$ cat src/rtl/core_pkg.sv
// Shared core definitions: data widths, fetch FSM encoding, and the buffered
// fetch entry layout.
package core_pkg;

    localparam int Xlen      = 32;
    localparam int InstWidth = 32;

    typedef enum logic [0:0] {
        SBoot = 1'b0,
        SRun  = 1'b1
    } fetch_state_e;

    typedef struct packed {
        logic [Xlen-1:0]      pc;
        logic [InstWidth-1:0] inst;
    } fetch_entry_t;

    // Instruction addresses are word aligned; low two bits are discarded.
    function automatic logic [Xlen-1:0] word_align(input logic [Xlen-1:0] addr);
        return addr & {{(Xlen-2){1'b1}}, 2'b00};
    endfunction

endpackage

$ cat src/rtl/fetch_buf.sv
// Circular FIFO of {pc, inst} fetch entries with push, pop, flush and an
// occupancy count. Flush has priority over any same-cycle push or pop.
module fetch_buf
    import core_pkg::*;
#(
    parameter int Depth = 2,
    parameter int CntW  = $clog2(Depth + 1)
) (
    input  logic         clk_i,
    input  logic         rst_i,
    input  logic         flush_i,
    input  logic         push_i,
    input  fetch_entry_t entry_i,
    input  logic         pop_i,
    output fetch_entry_t head_o,
    output logic [CntW-1:0] count_o
);

    localparam int PtrW = (Depth > 1) ? $clog2(Depth) : 1;
    localparam logic [PtrW-1:0] LastIdx = PtrW'(Depth - 1);

    fetch_entry_t    mem_q [Depth];
    logic [PtrW-1:0] head_q, head_d;
    logic [PtrW-1:0] tail_q, tail_d;
    logic [CntW-1:0] count_q, count_d;
    logic            pop_s;

    assign pop_s = pop_i && (count_q != {CntW{1'b0}});

    // Pointer and occupancy next-state.
    always_comb begin
        head_d  = head_q;
        tail_d  = tail_q;
        count_d = count_q;
        if (flush_i) begin
            head_d  = {PtrW{1'b0}};
            tail_d  = {PtrW{1'b0}};
            count_d = {CntW{1'b0}};
        end else begin
            if (push_i) begin
                tail_d = (tail_q == LastIdx) ? {PtrW{1'b0}} : tail_q + PtrW'(1);
            end else begin
                tail_d = tail_q;
            end
            if (pop_s) begin
                head_d = (head_q == LastIdx) ? {PtrW{1'b0}} : head_q + PtrW'(1);
            end else begin
                head_d = head_q;
            end
            case ({push_i, pop_s})
                2'b10:   count_d = count_q + CntW'(1);
                2'b01:   count_d = count_q - CntW'(1);
                default: count_d = count_q;
            endcase
        end
    end

    // Pointer and occupancy registers.
    always_ff @(posedge clk_i) begin
        if (rst_i) begin
            head_q  <= {PtrW{1'b0}};
            tail_q  <= {PtrW{1'b0}};
            count_q <= {CntW{1'b0}};
        end else begin
            head_q  <= head_d;
            tail_q  <= tail_d;
            count_q <= count_d;
        end
    end

    // Entry storage; contents are only meaningful while counted.
    always_ff @(posedge clk_i) begin
        if (push_i && !flush_i) begin
            mem_q[tail_q] <= entry_i;
        end
    end

    assign head_o  = mem_q[head_q];
    assign count_o = count_q;

endmodule

$ cat src/rtl/fetch_chk.sv
// Protocol checks for the fetch stage: no buffer overflow, and never more
// responses marked for discard than are actually outstanding.
module fetch_chk #(
    parameter int Depth = 2,
    parameter int CntW  = $clog2(Depth + 1)
) (
    input logic            clk_i,
    input logic            rst_i,
    input logic            push_i,
    input logic            pop_i,
    input logic [CntW-1:0] count_i,
    input logic [CntW-1:0] drop_i,
    input logic [CntW-1:0] outstanding_i
);

    // Sampled at each edge outside reset.
    always_ff @(posedge clk_i) begin
        if (!rst_i) begin
            assert (!(push_i && !pop_i && (count_i == CntW'(Depth))))
                else $error("fetch_chk: response written into a full buffer");
            assert (drop_i <= outstanding_i)
                else $error("fetch_chk: drop count exceeds outstanding count");
        end
    end

endmodule

$ cat src/rtl/fetch.sv
// Instruction fetch stage: PC ownership, credit-limited in-order requests,
// redirect handling with stale-response discard, and a small output buffer.
// Optional FETCH_BYPASS_EN presents a kept response directly when the buffer is empty.
module fetch
    import core_pkg::*;
#(
    parameter logic [Xlen-1:0] ResetVector = {Xlen{1'b0}},
    parameter int              Depth       = 2
) (
    input  logic                 clk_i,
    input  logic                 rst_i,
    input  logic                 trap_i,
    input  logic [Xlen-1:0]      trap_vector_i,
    input  logic                 branch_i,
    input  logic [Xlen-1:0]      branch_target_i,
    output logic                 imem_req_valid_o,
    input  logic                 imem_req_ready_i,
    output logic [Xlen-1:0]      imem_req_addr_o,
    input  logic                 imem_resp_valid_i,
    input  logic [InstWidth-1:0] imem_resp_data_i,
    output logic                 inst_valid_o,
    input  logic                 inst_ready_i,
    output logic [InstWidth-1:0] inst_o,
    output logic [Xlen-1:0]      inst_pc_o
);

    localparam int CntW = $clog2(Depth + 1);
    localparam int SumW = CntW + 1;

    fetch_state_e    state_q, state_d;
    logic [Xlen-1:0] pc_q, pc_d;
    logic [Xlen-1:0] tail_pc_q, tail_pc_d;
    logic [CntW-1:0] outstanding_q, outstanding_d;
    logic [CntW-1:0] drop_q, drop_d;

    logic            redirect_s;
    logic [Xlen-1:0] target_s;
    logic [SumW-1:0] credit_used_s;
    logic            req_valid_s;
    logic            req_fire_s;
    logic            resp_keep_s;
    logic            inst_valid_s;
    logic            buf_push_s;
    logic            buf_pop_s;
    logic [CntW-1:0] buf_count_s;
    fetch_entry_t    buf_head_s;
    fetch_entry_t    resp_entry_s;

    // Redirect select; the trap unit wins over branch resolution.
    always_comb begin
        redirect_s = trap_i || branch_i;
        if (trap_i) begin
            target_s = word_align(trap_vector_i);
        end else begin
            target_s = word_align(branch_target_i);
        end
    end

    // Credit counts every slot a response could still need: in-flight kept
    // responses plus buffered entries must never exceed the buffer depth.
    always_comb begin
        credit_used_s = SumW'(outstanding_q) - SumW'(drop_q) + SumW'(buf_count_s);
        req_valid_s   = (state_q == SRun) && !redirect_s && (credit_used_s < SumW'(Depth));
        req_fire_s    = req_valid_s && imem_req_ready_i;
        resp_keep_s   = imem_resp_valid_i && (drop_q == {CntW{1'b0}}) && !redirect_s;
    end

    assign resp_entry_s = '{pc: tail_pc_q, inst: imem_resp_data_i};

`ifdef FETCH_BYPASS_EN
    logic bypass_s;

    // Empty buffer: a kept response goes straight out, and skips the buffer if consumed.
    always_comb begin
        bypass_s     = resp_keep_s && (buf_count_s == {CntW{1'b0}});
        inst_valid_s = ((buf_count_s != {CntW{1'b0}}) || bypass_s) && !redirect_s;
        buf_push_s   = resp_keep_s && !(bypass_s && inst_ready_i);
        if (bypass_s) begin
            inst_o    = imem_resp_data_i;
            inst_pc_o = tail_pc_q;
        end else begin
            inst_o    = buf_head_s.inst;
            inst_pc_o = buf_head_s.pc;
        end
    end
`else
    // Every kept response is buffered before it is presented.
    always_comb begin
        inst_valid_s = (buf_count_s != {CntW{1'b0}}) && !redirect_s;
        buf_push_s   = resp_keep_s;
        inst_o       = buf_head_s.inst;
        inst_pc_o    = buf_head_s.pc;
    end
`endif

    assign buf_pop_s        = inst_valid_s && inst_ready_i && (buf_count_s != {CntW{1'b0}});
    assign inst_valid_o     = inst_valid_s;
    assign imem_req_valid_o = req_valid_s;
    assign imem_req_addr_o  = pc_q;

    // State, PC and counter next-state.
    always_comb begin
        case (state_q)
            SBoot:   state_d = SRun;
            SRun:    state_d = SRun;
            default: state_d = SBoot;
        endcase

        if (redirect_s) begin
            pc_d      = target_s;
            tail_pc_d = target_s;
        end else begin
            pc_d      = req_fire_s ? pc_q + Xlen'(4) : pc_q;
            tail_pc_d = resp_keep_s ? tail_pc_q + Xlen'(4) : tail_pc_q;
        end

        outstanding_d = outstanding_q + CntW'(req_fire_s) - CntW'(imem_resp_valid_i);

        // A response arriving with the redirect is already one of the outstanding ones.
        if (redirect_s) begin
            drop_d = outstanding_q - CntW'(imem_resp_valid_i);
        end else if (imem_resp_valid_i && (drop_q != {CntW{1'b0}})) begin
            drop_d = drop_q - CntW'(1);
        end else begin
            drop_d = drop_q;
        end
    end

    // State, PC and counter registers.
    always_ff @(posedge clk_i) begin
        if (rst_i) begin
            state_q       <= SBoot;
            pc_q          <= ResetVector;
            tail_pc_q     <= ResetVector;
            outstanding_q <= {CntW{1'b0}};
            drop_q        <= {CntW{1'b0}};
        end else begin
            state_q       <= state_d;
            pc_q          <= pc_d;
            tail_pc_q     <= tail_pc_d;
            outstanding_q <= outstanding_d;
            drop_q        <= drop_d;
        end
    end

    fetch_buf #(
        .Depth (Depth),
        .CntW  (CntW)
    ) u_buf (
        .clk_i   (clk_i),
        .rst_i   (rst_i),
        .flush_i (redirect_s),
        .push_i  (buf_push_s),
        .entry_i (resp_entry_s),
        .pop_i   (buf_pop_s),
        .head_o  (buf_head_s),
        .count_o (buf_count_s)
    );

    fetch_chk #(
        .Depth (Depth),
        .CntW  (CntW)
    ) u_chk (
        .clk_i         (clk_i),
        .rst_i         (rst_i),
        .push_i        (buf_push_s && !redirect_s),
        .pop_i         (buf_pop_s),
        .count_i       (buf_count_s),
        .drop_i        (drop_q),
        .outstanding_i (outstanding_q)
    );

endmodule

$ cat config.mk
export PLATFORM = sky130hd
export DESIGN_NAME = fetch
export DESIGN_NICKNAME = d
export VERILOG_FILES = /design/src/rtl/core_pkg.sv /design/src/rtl/fetch_buf.sv /design/src/rtl/fetch_chk.sv /design/src/rtl/fetch.sv
export SDC_FILE = /design/constraint.sdc
export NUM_CORES = 1
export LEC_CHECK = 0
export CORE_AREA = 2 2 96 191
export CTS_BUF_LIST = sky130_fd_sc_hd__clkbuf_4
export CTS_CLUSTER_SIZE = 10
export DETAILED_ROUTE_END_ITERATION = 12
export DIE_AREA = 0 0 98 193
export GPL_ROUTABILITY_DRIVEN = 0
export PLACE_DENSITY = 0.81
export SETUP_SLACK_MARGIN = 0.3
export SYNTH_ARGS = -nofsm -noshare
export SYNTH_HDL_FRONTEND = slang
export SYNTH_SLANG_ARGS = --single-unit
$ cat constraint.sdc
create_clock -name clk_i -period 6.64 [get_ports clk_i]
set_clock_uncertainty 0.2 [all_clocks]
set_input_delay 1.328 -clock clk_i [delete_from_list [all_inputs] [get_ports clk_i]]
set_output_delay 1.328 -clock clk_i [all_outputs]
set_load 0.03 [all_outputs]
==> reports/summary.md <==
Synthesis produced a netlist whose cell count is 771. Counting instances, the worst hold path has a depth of 0. The total overflow left after global routing is 0. The worst path needs 5070 ps of the cycle, external delays included. For the worst-skew pair, the clock arrives at the later sink with an insertion delay of 580 ps. The tree is rooted in a sky130_fd_sc_hd__clkbuf_4. The initial antenna violation count is 1. The flow ran to the end, and the final reports show no timing, DRC or antenna violations.

Compared with the post-synthesis result, the final layout area differs by 26.5%. The cell count after placement is 1140, and the final hold slack is 292 ps. The number of DRC markers after the initial detailed-route iteration was 439. The first global-routing pass estimated 33700 µm of wire. Buffers added to address setup during post-CTS repair amount to 0.

The detail-routed via count per cell came out at 5.84. Global routing used 22.3% of the available tracks across all layers. Summing the areas of all xor and xnor instances in the mapped netlist gives 2.52% of the synthesized area. For the relative slew slack, the log shows 29.4%.

The post-cts repair resize count was 0. Entering global routing, the biggest net connects 48 pins. In this run, CTS created clock tree buffers numbering 17. The die is 98 µm wide. Period utilization: 76.4%. The floorplan step defined a die boundary enclosing 0.0189 mm². In the final design database the tool counted 1059 nets.

The placement row count was 69; the vertical die dimension was 193 µm. The top-area cell type share of the netlist area came out at 41.5%. For this run, the number of standard cells in the final layout without fillers is 1173.

For the total detailed-routing wirelength, the log shows 21300 µm. The top achievable clock speed was 0.197 GHz; the aggregate negative setup slack was 0 ps. In this run the worst hold path is classified as register to register. Along the worst path, the maximum fanout reaches 32. The critical path is of the primary input to output port type. The number of global-route vias before repair was 6734; the share of cells above drive strength 1 was 14.8%. The share of synthesized cell area in full adder, half adder and majority cells is 1.56%, and the remaining design rule violation count is 0. The H-tree was split into 4 levels. Once detail routing completed, the nets flagged for antenna violations numbered 0.

STA classifies the critical path endpoint as an output port. The iteration count of the initial detailed-routing pass was 5. sky130_fd_sc_hd__edfxtp_1 takes more of the synthesized area than any other cell. Measured in cells, the most critical reg-to-reg path has a length of 13.

The number of top-level pins is 201, and the initial core utilization is 51.2%. The clock net in this run drives a total of 194 sinks. After synthesis, the cell types taking the most area are sky130_fd_sc_hd__edfxtp_1, sky130_fd_sc_hd__dfxtp_1, sky130_fd_sc_hd__mux2_2. The simple-gate portion of the synthesized area works out to 15.0%. For this design, the CTS-stage hold fixing added 0 buffers. For the pin with the worst max-slew slack, the measured transition is 1050 ps.

The final-report max-slew violation count is 0. The netlist area before placement was 0.00898 mm²; the fraction of the yosys area taken by sequential cells was 57.1%. TritonCTS built the clock tree. Setup violations remaining at the end of the flow were counted as 0.

The final route contains 6854 vias. By area, the combinational part of the netlist is dominated by simple AND/OR/NAND/NOR gates. Number of distinct standard cells referenced by the synthesized netlist: 72. For this run, the number of Yosys warnings is 0. The hold violation total from the final report is 0, and the fraction of synthesized area in multiplexers is 8.33%. The number of buffer cells added on primary ports works out to 192. The synthesized design contains 194 register bits.

Summing the areas of all compound-gate instances in the mapped netlist gives 12.4% of the synthesized area. Number of fill cells: 1351. Setup repair after global routing left no endpoint under its margin. The flip-flop cell with the highest count after synthesis was sky130_fd_sc_hd__edfxtp_1.

The wire-length estimate of the detail-placed layout is 15200 µm. The analysis attributes to cell leakage a power of 3.92 nW. For the deepest clock path buffer count, the log shows 2. The peak supply drop was 0.117 mV; the clock-pin transition on the worst setup and hold timing paths was 160 ps. Worst endpoint data arrival time: 3540 ps. The run gives 0.0175 mm² as the core area. Kind of start point of the critical path: a primary input. The per-cell routed wire length is 18.1 µm, and the share of synthesized registers carrying an async set or reset is 0%. The mean instance size in the synthesized netlist is 11.6 µm², and the number of enable-type register cells in the synthesized netlist is 124. The tool flagged a number of max-cap violations equal to 0. Data required time at the worst endpoint: 5110 ps. The power density normalized to cell area was 215 mW/mm².
==> cell type report <==
type	instances	area, µm²	share of cell area [%]
Antenna cell	1	2.50	0.0220
Inverter	16	60.1	0.529
Timing Repair Buffer	199	1970	17.4
Clock inverter	15	196	1.73
Clock buffer	17	128	1.12
Multi-Input combinational cell	518	3600	31.7
Sequential cell	194	5130	45.1
Tap cell	213	267	2.35
==> routing by layer <==
metal / GRT usage, % / part of all wire [%] / routed length [µm]
met1: 26.8 / 40 / 8440
met2: 38.1 / 50 / 10600
met3: 6.24 / 7.8 / 1650
met4: 8.39 / 2.5 / 528
met5: 0 / 0 / 0
==> registers in the layout, indices dropped and copies added, names as in the netlist, named ones only <==
| signal | cells |
|---|---|
| u_buf.head_q | 1 |
| imem_req_addr_o | 30 |
| outstanding_q | 2 |
| u_buf.tail_q | 1 |
| tail_pc_q | 30 |
| drop_q | 2 |
| u_buf.mem_q | 124 |
| u_buf.count_o | 2 |
| state_q | 1 |
==> power breakdown <==
group	switching (mW)	internal, mW
Combinational	0.208	0.168
Clock	0.415	0.273
Sequential	0.0463	1.33
==> synthesized netlist by cell type (all sizes together) (14+ instances only) <==
cell,count
a211oi,14
a21oi,51
a31oi,14
and2,15
and3,14
buf,20
clkbuf,26
dfxtp,70
edfxtp,124
inv,16
mux2,62
nand2,67
nand3,29
nand4,20
nor2,46
nor3,21
o21ai,28
xor2,16
==> metrics by stage <==
step / utilization (%) / worst slack [ps] / power, mW / area [µm²]
floorplan: - / 1110 / 1.61 / 8990
global placement: 62.9 / 1560 / 1.76 / 11000
detailed placement: 62.9 / 1590 / 1.77 / 11000
CTS: 64.8 / 1570 / 2.45 / 11400
global route: 64.8 / 1480 / 2.53 / 11400
finish: 64.8 / 1570 / 2.44 / 11400
==> path summary, 6_finish.rpt <==
kind / endpoint / startpoint / slack, ps
worst max-delay path: imem_req_valid_o / branch_i / 1570
worst min-delay path: u_buf.mem_q[1][63]$_DFFE_PP_ / tail_pc_q[31]$_SDFFE_PP0P_ / 290
worst max register to register: outstanding_q[1]$_SDFF_PP0_ / drop_q[1]$_SDFFE_PP0P_ / 2790
worst min register to register: u_buf.mem_q[1][63]$_DFFE_PP_ / tail_pc_q[31]$_SDFFE_PP0P_ / 290
==> cell families after synthesis <==
group,count (synthesis)
simple gates,245
flops,194
compound gates,167
mux,67
buf+inv,62
xor+xnor,25
fa+ha+maj,10
other cells,1
==> critical path, stage by stage <==
cell and delay, ps:
sky130_fd_sc_hd__clkdlybuf4s50_1 390, sky130_fd_sc_hd__buf_4 230, sky130_fd_sc_hd__or2_2 560, sky130_fd_sc_hd__nor3_1 300, sky130_fd_sc_hd__clkdlybuf4s50_1 720
==> cell usage in the layout (no fill, tap or decap), types with 5 or more instances in the layout <==
master and n:
sky130_fd_sc_hd__nand2b_1 5, sky130_fd_sc_hd__o221a_2 8, sky130_fd_sc_hd__nand4_1 17, sky130_fd_sc_hd__clkbuf_4 17
sky130_fd_sc_hd__a31oi_1 14, sky130_fd_sc_hd__buf_4 7, sky130_fd_sc_hd__ha_1 8, sky130_fd_sc_hd__inv_1 16
sky130_fd_sc_hd__o22ai_1 7, sky130_fd_sc_hd__a211oi_1 14, sky130_fd_sc_hd__a21o_1 5, sky130_fd_sc_hd__and3_1 12
sky130_fd_sc_hd__and2_1 14, sky130_fd_sc_hd__xnor2_1 9, sky130_fd_sc_hd__mux2i_1 5, sky130_fd_sc_hd__nor2_1 41
sky130_fd_sc_hd__edfxtp_1 124, sky130_fd_sc_hd__a21oi_1 49, sky130_fd_sc_hd__o21a_1 5, sky130_fd_sc_hd__and4_1 10
sky130_fd_sc_hd__o21ai_0 26, sky130_fd_sc_hd__nor3_1 17, sky130_fd_sc_hd__xor2_1 15, sky130_fd_sc_hd__mux2_2 62
sky130_fd_sc_hd__nand2_1 66, sky130_fd_sc_hd__clkinv_4 5, sky130_fd_sc_hd__nand3_1 27, sky130_fd_sc_hd__clkdlybuf4s50_1 192
sky130_fd_sc_hd__dfxtp_1 69
No activity file was read; power rests on OpenSTA's default activity.
